File: config.mk
export PLATFORM = sky130hd
export DESIGN_NAME = pipe_stage_reg
export DESIGN_NICKNAME = d
export VERILOG_FILES = /design/src/rtl/pipe_stage_reg.sv
export SDC_FILE = /design/constraint.sdc
export NUM_CORES = 1
export LEC_CHECK = 0
export CORE_ASPECT_RATIO = 0.75
export CORE_MARGIN = 2
export CORE_UTILIZATION = 36
export DETAILED_ROUTE_END_ITERATION = 6
export HOLD_SLACK_MARGIN = 0.06
export PLACE_DENSITY_LB_ADDON = 0.05
export REMOVE_ABC_BUFFERS = 1
export SLEW_MARGIN = 20
export SYNTH_ARGS = -nofsm -noshare
export SYNTH_HDL_FRONTEND = slang
export SYNTH_SLANG_ARGS = --single-unit
File: constraint.sdc
create_clock -name clk -period 1.1 [get_ports clk]
set_input_delay 0.22 -clock clk [delete_from_list [all_inputs] [get_ports clk]]
set_output_delay 0.22 -clock clk [all_outputs]
set_load 0.01 [all_outputs]
File: src/rtl/pipe_stage_reg.sv
`default_nettype none
// ============================================================================
//  Module      : pipe_stage_reg
//  Description : Parametrised inter-stage pipeline register chain with per-slot
//                valid, stall, flush and kill-masked side-effect control bits.
//  Revision    : 1.0 - initial release
// ============================================================================

module pipe_stage_reg #(
  parameter int                CTRL_W    = 4,
  parameter int                DATA_W    = 32,
  parameter int                STAGES    = 1,
  parameter logic [CTRL_W-1:0] KILL_MASK = CTRL_W'(1)
) (
  input  logic              clk,
  input  logic              reset,
  input  logic              stall,
  input  logic              flush,
  input  logic              in_valid,
  input  logic [CTRL_W-1:0] in_ctrl,
  input  logic [DATA_W-1:0] in_data,
  output logic              out_valid,
  output logic [CTRL_W-1:0] out_ctrl,
  output logic [DATA_W-1:0] out_data,
  output logic [2:0]        occupancy
);

  generate
    if (STAGES < 1 || STAGES > 4) begin : g_bad_stages
      $error("pipe_stage_reg: STAGES must be within 1..4");
    end
  endgenerate

  localparam logic [CTRL_W-1:0] c_KEEP_MASK = ~KILL_MASK;

  logic [STAGES-1:0] r_valid;
  logic [CTRL_W-1:0] r_ctrl [STAGES];
  logic [DATA_W-1:0] r_data [STAGES];
  logic [2:0]        r_occ;

  logic [STAGES-1:0] w_valid_nxt;
  logic [CTRL_W-1:0] w_ctrl_nxt [STAGES];
  logic [DATA_W-1:0] w_data_nxt [STAGES];
  logic [2:0]        w_occ_nxt;
  logic              w_move;
  logic              w_in_live;

  // Flush overrides stall: the chain still shifts, but everything becomes a bubble.
  assign w_move    = flush | ~stall;
  assign w_in_live = in_valid & ~flush;

  always_comb begin
    w_valid_nxt = r_valid;
    for (int i = 0; i < STAGES; i++) begin
      w_ctrl_nxt[i] = r_ctrl[i];
      w_data_nxt[i] = r_data[i];
    end
    if (w_move) begin
      w_valid_nxt[0] = w_in_live;
      w_ctrl_nxt[0]  = w_in_live ? in_ctrl : (in_ctrl & c_KEEP_MASK);
      w_data_nxt[0]  = in_data;
      for (int i = 1; i < STAGES; i++) begin
        w_valid_nxt[i] = r_valid[i-1] & ~flush;
        w_ctrl_nxt[i]  = flush ? (r_ctrl[i-1] & c_KEEP_MASK) : r_ctrl[i-1];
        w_data_nxt[i]  = r_data[i-1];
      end
    end
  end

  always_comb begin
    w_occ_nxt = '0;
    for (int i = 0; i < STAGES; i++) begin
      w_occ_nxt = w_occ_nxt + {2'b00, w_valid_nxt[i]};
    end
  end

  always_ff @(posedge clk) begin
    if (reset) begin
      r_valid <= '0;
      r_occ   <= '0;
      for (int i = 0; i < STAGES; i++) begin
        r_ctrl[i] <= '0;
        r_data[i] <= '0;
      end
    end else begin
      r_valid <= w_valid_nxt;
      r_occ   <= w_occ_nxt;
      for (int i = 0; i < STAGES; i++) begin
        r_ctrl[i] <= w_ctrl_nxt[i];
        r_data[i] <= w_data_nxt[i];
      end
    end
  end

  assign out_valid = r_valid[STAGES-1];
  assign out_ctrl  = r_ctrl[STAGES-1];
  assign out_data  = r_data[STAGES-1];
  assign occupancy = r_occ;

endmodule

`default_nettype wire

# ---- Word-level counts from Yosys, hierarchy flattened
# Memory sizes are Yosys's and may differ from the RTL's.
# Cells that the tools add are included.
dict set report op_classes {
  muxes 11
  bitwise_logic 4
  reduce_logical 2
}
# operator n
set ops {}
lappend ops {{two-way mux 32 bit} 2}
lappend ops {{OR reduction 32 bit} 1}
lappend ops {{two-way mux 4 bit} 2}
lappend ops {{two-way mux 1 bit} 7}
lappend ops {{OR reduction 4 bit} 1}
lappend ops {{inverter 1 bit} 2}
lappend ops {{AND 1 bit} 1}
lappend ops {{OR 1 bit} 1}
dict set report totals {
  register_bits 3
  mem_bits_rw 36
  inputBits 41
  output_inout_bits 40
  elab_cells 21
  memories 2
}
# name depth width rd rd_ports_with_merged_regs write_ports line_no
set memory_table {}
lappend memory_table {r_data 1 32 1 0 1 38} ;# logic [DATA_W-1:0] r_data [STAGES];
lappend memory_table {r_ctrl 1 4 1 0 1 37} ;# logic [CTRL_W-1:0] r_ctrl [STAGES];

# ---- Depth between registers and ports, before layout
# Gate-level depths: netlist of the first run.
dict set report depth {
  depth_word 5
  mapped_depth 5
  mapped_depth_nobuf 3
}

# ---- Least setup slack after synthesis of the first run
# OpenSTA, ideal clock, no wires.
dict set report synth_timing {
  path_kind {input-to-reg}
  startpoint {input port reset}
  endpoint {memory r_data[0][0]}
  setup_time_ns 0.132
  t_arrival_ns 0.811
  required_time_ns 0.968
  slack_ns 0.157
  path_stages 3
  path_buffers 2
  cell_sequence {clkbuf_1 > clkbuf_1 > a21oi_1}
}
dict set report synth_via {
  elab_chain_len 3
  elab_cells_between_ends 6
  classes_between {mux: 5; reduce/logical: 1}
}
# element line_no
set synth_lines {}
lappend synth_lines {{start, declared} 16} ;# input logic reset,
lappend synth_lines {{two-way mux 1 bit, on equally long branches} {90, 78}}
lappend synth_lines {{OR reduction 32 bit (no line) or two-way mux 1 bit (tied branches)} n/a}
lappend synth_lines {{two-way mux 32 bit (no line) or two-way mux 1 bit (tied branches)} n/a}
lappend synth_lines {{end, declared} 38}
# Parallel ways exist; a longest one is shown, timed or not.

# ---- Worst setup path in the final report of the first run
dict set report layout_timing {
  startpoint {memory r_data[0][7]}
  endpoint {output port out_data[7]}
}
dict set report layout_via {
  elab_chain_len 1
}
# element line_no
set layout_lines {}
lappend layout_lines {{memory (1 x 32 bit)} n/a}
lappend layout_lines {{end, declared} 24} ;# output logic [DATA_W-1:0] out_data,
# Every way passes these cells.

==> results of run 1 <==
-- cell usage in the layout, fill, tap and decap left out --
cell / Yosys / layout
a21oi_1: 36 / 35
a21oi_2: 0 / 1
a22oi_1: 1 / 1
and2b_4: 0 / 1
buf_12: 0 / 2
buf_4: 8 / 3
buf_6: 3 / 4
clkbuf_1: 4 / 1
clkbuf_16: 0 / 1
clkbuf_2: 0 / 30
clkbuf_8: 0 / 6
clkdlybuf4s15_1: 0 / 6
clkdlybuf4s15_2: 0 / 2
clkdlybuf4s50_1: 0 / 38
conb_1: 1 / 2
dfxtp_1: 37 / 36
dfxtp_2: 0 / 1
dlymetal6s2s_1: 0 / 2
nand2_1: 70 / 70
nand2b_1: 1 / 1
nor2b_1: 1 / 1
nor3_1: 2 / 2
-- cells by family after synthesis --
kind of cell,after synthesis,share of synthesized area (%)
flip-flops,37,55.5
other,1,0.281
buffers and inverters,15,8.16
AO/OA/AOI/OAI,37,14.1
AND/OR/NAND/NOR,75,22.0
-- synthesized netlist by cell type --
cell type / number
clkbuf_1: 4
nand2_1: 70
conb_1: 1
buf_4: 8
nor2b_1: 1
nor3_1: 2
a22oi_1: 1
dfxtp_1: 37
and2b_1: 1
buf_6: 3
a21oi_1: 36
nand2b_1: 1
-- stage by stage --
| stage | utilization [%] | hold WS [ps] | worst slack, ps | std cells | power (mW) |
|---|---|---|---|---|---|
| finish | 59.7 | 254 | 35.0 | 298 | 2.87 |
| global route | 59.7 | 264 | 1.34 | 298 | 3.03 |
| CTS | 61.3 | 450 | 0.179 | 295 | 2.91 |
| detailed placement | 59.2 | 444 | -280 | 288 | 2.02 |
| global placement | 59.2 | 439 | -251 | 288 | 2.01 |
| floorplan | - | 289 | -94.6 | 151 | 1.64 |
-- power groups by stage --
stage | combinational (mW) | sequential (mW) | clock, mW
after floorplan | 0.115 | 1.53 | 0
after global placement | 0.521 | 1.49 | 0
after detailed placement | 0.531 | 1.49 | 0
after CTS | 0.489 | 1.46 | 0.955
after global routing | 0.533 | 1.47 | 1.03
final | 0.491 | 1.46 | 0.922
-- layout make-up --
cell class                      count  share of cell area, %
Clock buffer                        7                   4.00
Timing Repair Buffer               88                   35.7
Sequential cell                    37                   34.4
Multi-Input combinational cell    114                   22.9
Tap cell                           52                   3.01
-- flip-flops by register name, summed over array words and instances, names as in the netlist --
name and flops:
occupancy 1, r_ctrl 4, r_data 32
-- path summary, 6_finish.rpt --
| path | start | end | slack (ps) | cells after the start |
|---|---|---|---|---|
| worst min register to register | r_data[0][29] | r_data[0][29] | 450 | 2 |
| worst max register to register | r_ctrl[0][0] | r_ctrl[0][0] | 460 | 2 |
| worst min-delay path | flush | occupancy[0] | 250 | 3 |
| worst max-delay path | r_data[0][7] | out_data[7] | 40 | 1 |
-- layer usage --
metal,GRT usage (%),vias up,share of wire (%)
met5,0,-,0
li1,-,682,-
met4,8.16,0,1.5
met1,18.5,595,44
met2,26.1,55,47
met3,6.46,6,8.2
-- what timing repair did --
item,4_1_cts,5_1_grt
endpoints found under the setup margin,38,72
cloned,0,3
resized for setup,67,57
pin swaps,0,1
==> flow_metrics.py, run 1 <==
metrics = {
    "critical_path": {
        "cp_max_fo": 2,
        "cp_slowest_stage_delay_ps": 330,
        "critPathKind": "flop to output port",
        "start_kind": "flop",
        "path_delay_family": "flip-flops",
        "critPathBufInv": 1,
        "crit_arrival_ps": 840,
        "cp_slowest_cell": "dfxtp_1",
        "cp_cell_sequence": "clkdlybuf4s15_1",
        "worst_ep_required_time_ps": 880,
        "cp-end-kind": "output port",
    },
    "finish": {
        "area_growth_pct": 61.8,
        "multi_input_area_um2": 494,
        "final_cell_area_um2": 2160,
        "layout-drive-gt1-share_pct": 20.7,
        "nets": 287,
        "regArea_um2": 742,
        "n_antenna_cell": 0,
        "fillers": 341,
    },
    "route": {
        "first_pass_iters": 4,
        "via_per_inst": 4.49,
        "drt_iter0_markers": 81,
        "post_drt_wl_per_cell_um": 11.9,
        "drc": 0,
        "drt-total-wl_mm": 3.56,
        "ant_nets": 0,
        "vias": 1338,
    },
    "synthesis": {
        "synth.top_cell.area_share_pct": 55.5,
        "synth_area_um2": 1330,
        "synth-seq-cells": 37,
        "synth_seq_area_share_pct": 55.5,
        "yosys_warnings": 0,
        "postSynthAreaPerCell_um2": 8.08,
        "yosysTopAreaCell": "dfxtp_1",
        "synth_cell_types": 12,
        "netlist_instances": 165,
        "synth.area.top_cells": "dfxtp_1, nand2_1, a21oi_1, buf_4, buf_6",
    },
    "job": {
        "cap_violations": 0,
    },
    "sta": {
        "setup_viol_count_final": 0,
        "fmax_ghz": 0.939,
        "rsz0062_at_grt": "false",
        "slew_violations": 0,
        "tns_ps": 0,
        "finalClockSkew_ps": 0,
        "fin_crit_ps": 1060,
        "finalHoldViolCount": 0,
        "fin_crit_sh_pct": 96.8,
    },
    "clock_network": {
        "cts_setup_buffers": 0,
        "ctsHoldBuffers": 0,
        "root_buffer": "clkbuf_8",
        "cts_max_path_buffers": 2,
        "cts.sinks": 37,
        "path_clk_slew_ps": 70,
        "clk_latency_ps": 270,
        "cts_made_buffers": 5,
        "cts_tree": "yes",
        "cts_max_level": 2,
    },
    "die": {
        "initial_core_util_pct": 36.9,
        "io_pins": 81,
        "die_area_um2": 4210,
        "row_count": 19,
        "fp.coreArea_um2": 3610,
        "fp.dieW_um": 74.3,
        "die_h_um": 56.7,
    },
    "placement": {
        "placed_area_um2": 2140,
        "numPortBuffers": 78,
        "gp_congestion": 0.662,
        "hpwl_mm": 2.45,
    },
    "run_status": {
        "outcome": "complete, no violations",
    },
    "power_and_ir_drop": {
        "power.internal_mw": 2.19,
        "power_density_nw_per_um2": 1330,
        "p_switching_mw": 0.680,
        "pwr-share-clk_pct": 32.1,
        "leakage_nw": 0.965,
        "switching_share_pct": 23.7,
        "pwr-share-comb_pct": 17.1,
        "seq_power_share_pct": 50.8,
        "vdd_drop_max_mv": 0.825,
    },
    "global_route": {
        "grt-ovfl-total": 0,
        "antenna_found_initial": 0,
        "grt_pass1_wl_mm": 5.24,
        "grt_util_all_layers_pct": 16.2,
        "grt_max_degree": 38,
        "first_global_vias": 1226,
    },
    "min_path": {
        "holdCritPathClass": "primary input to flop",
    },
}
Power figures use the tool's default switching activity.
==> run 2, diff against run 1 <==
--- a/config.mk
+++ b/config.mk
@@ -10,6 +10,7 @@
 export CORE_UTILIZATION = 36
 export DETAILED_ROUTE_END_ITERATION = 6
 export HOLD_SLACK_MARGIN = 0.06
+export MAX_ROUTING_LAYER = met4
 export PLACE_DENSITY_LB_ADDON = 0.05
 export REMOVE_ABC_BUFFERS = 1
 export SLEW_MARGIN = 20
==> flow_metrics.py, run 2 (synthesis results as in run 1) <==
metrics = {
    "run_status": {
        "outcome": "complete, no violations",
    },
    "die": {
        "fp.dieW_um": 74.3,
        "row_count": 19,
        "die_area_um2": 4210,
        "fp.coreArea_um2": 3610,
        "initial_core_util_pct": 36.9,
        "io_pins": 81,
        "die_h_um": 56.7,
    },
    "sta": {
        "rsz0062_at_grt": "false",
        "finalClockSkew_ps": 0,
        "setup_viol_count_final": 0,
        "fmax_ghz": 0.939,
        "fin_crit_ps": 1060,
        "tns_ps": 0,
        "fin_crit_sh_pct": 96.8,
        "finalHoldViolCount": 0,
        "slew_violations": 0,
    },
    "placement": {
        "hpwl_mm": 2.45,
        "dp_cells": 288,
        "gp_congestion": 0.668,
        "numPortBuffers": 78,
    },
    "critical_path": {
        "crit_arrival_ps": 840,
        "worst_ep_required_time_ps": 880,
        "cp_cell_sequence": "clkdlybuf4s15_1",
        "reg2reg_slack_ps": 460,
        "critPathBufInv": 1,
        "path_delay_family": "flip-flops",
        "cp-end-kind": "output port",
        "cp_slowest_stage_delay_ps": 330,
        "start_kind": "flop",
        "cp_slowest_cell": "dfxtp_1",
        "cp_max_fo": 2,
        "critPathKind": "flop to output port",
    },
    "global_route": {
        "grt_pass1_wl_mm": 5.25,
        "grt_util_all_layers_pct": 16.7,
        "antenna_found_initial": 0,
        "first_global_vias": 1225,
        "grt-ovfl-total": 0,
        "grt_max_degree": 38,
    },
    "route": {
        "drc": 0,
        "post_drt_wl_per_cell_um": 11.9,
        "ant_nets": 0,
        "drt-total-wl_mm": 3.56,
        "via_per_inst": 4.49,
        "vias": 1338,
        "first_pass_iters": 4,
        "drt_iter0_markers": 80,
    },
    "power_and_ir_drop": {
        "leakage_nw": 0.965,
        "power_density_nw_per_um2": 1330,
        "vdd_drop_max_mv": 0.825,
    },
    "finish": {
        "fillers": 341,
        "largest_register": "r_data",
        "n_antenna_cell": 0,
        "nets": 287,
        "fin_cells": 298,
        "area_growth_pct": 61.8,
        "layout-drive-gt1-share_pct": 20.7,
        "largest_register_ffs": 32,
        "layout_commonest_cell": "nand2_1",
        "final_cell_mix": "nand2_1, clkdlybuf4s50_1, dfxtp_1",
    },
    "clock_network": {
        "path_clk_slew_ps": 70,
        "root_buffer": "clkbuf_8",
        "cts.sinks": 37,
        "cts_max_path_buffers": 2,
        "cts_max_level": 2,
        "cts_setup_buffers": 0,
        "clk_latency_ps": 270,
        "cts_tree": "yes",
        "cts_made_buffers": 5,
    },
    "min_path": {
        "holdCritPathClass": "primary input to flop",
    },
    "job": {
        "cap_violations": 0,
    },
}
[run 2: cell counts in the layout (fill, tap and decap cells not counted)]
Identical to the previous run, type by type.
[run 2: layout make-up]
cell class	count	area, um2	area share, %
Sequential cell	37	742	34.4
Multi-Input combinational cell	114	494	22.9
Timing Repair Buffer	88	771	35.7
Tap cell	52	65.1	3.01
Clock buffer	7	86.3	4.00
[run 2: worst paths after layout]
kind,from,to,cells after the start
worst max-delay path,r_data[0][7],out_data[7],1
worst min-delay path,flush,occupancy[0],3
worst max register to register,r_ctrl[0][0],r_ctrl[0][0],2
worst min register to register,r_data[0][29],r_data[0][29],2
[run 2: layer usage]
metal  share of wire [%]  track usage, %
met4                 1.5            8.16
met2                  47            26.1
met5                   0               -
met3                 8.1            6.46
met1                  44            18.5
[run 2: tightest hold or removal path, stage by stage]
cell and delay [ps]:
dlymetal6s2s_1 110, buf_4 120, nor3_1 40
[run 2: what timing repair did]
item                                    in CTS  in global routing
endpoints found under the setup margin      38                 72
pin swaps                                    0                  1
hold buffers                                 0                  0
cloned                                       0                  3
resized for setup                           67                 57
[run 2: stage by stage]
stage,power (mW),setup slack (ps),instance area [um2],hold WS [ps],utilization (%)
after global placement,2.01,-251,2140,439,59.2
final,2.87,35.0,2160,254,59.7
after floorplan,1.64,-94.6,1230,289,-
after global routing,3.03,1.34,2160,264,59.7
after CTS,2.91,0.179,2210,450,61.3
after detailed placement,2.02,-280,2140,444,59.2
[run 2: report_power, final]
part | internal (mW) | switching, mW | total (mW)
clock network | 0.497 | 0.426 | 0.922
logic | 0.276 | 0.215 | 0.491
registers | 1.42 | 0.0401 | 1.46
total | 2.19 | 0.680 | 2.87
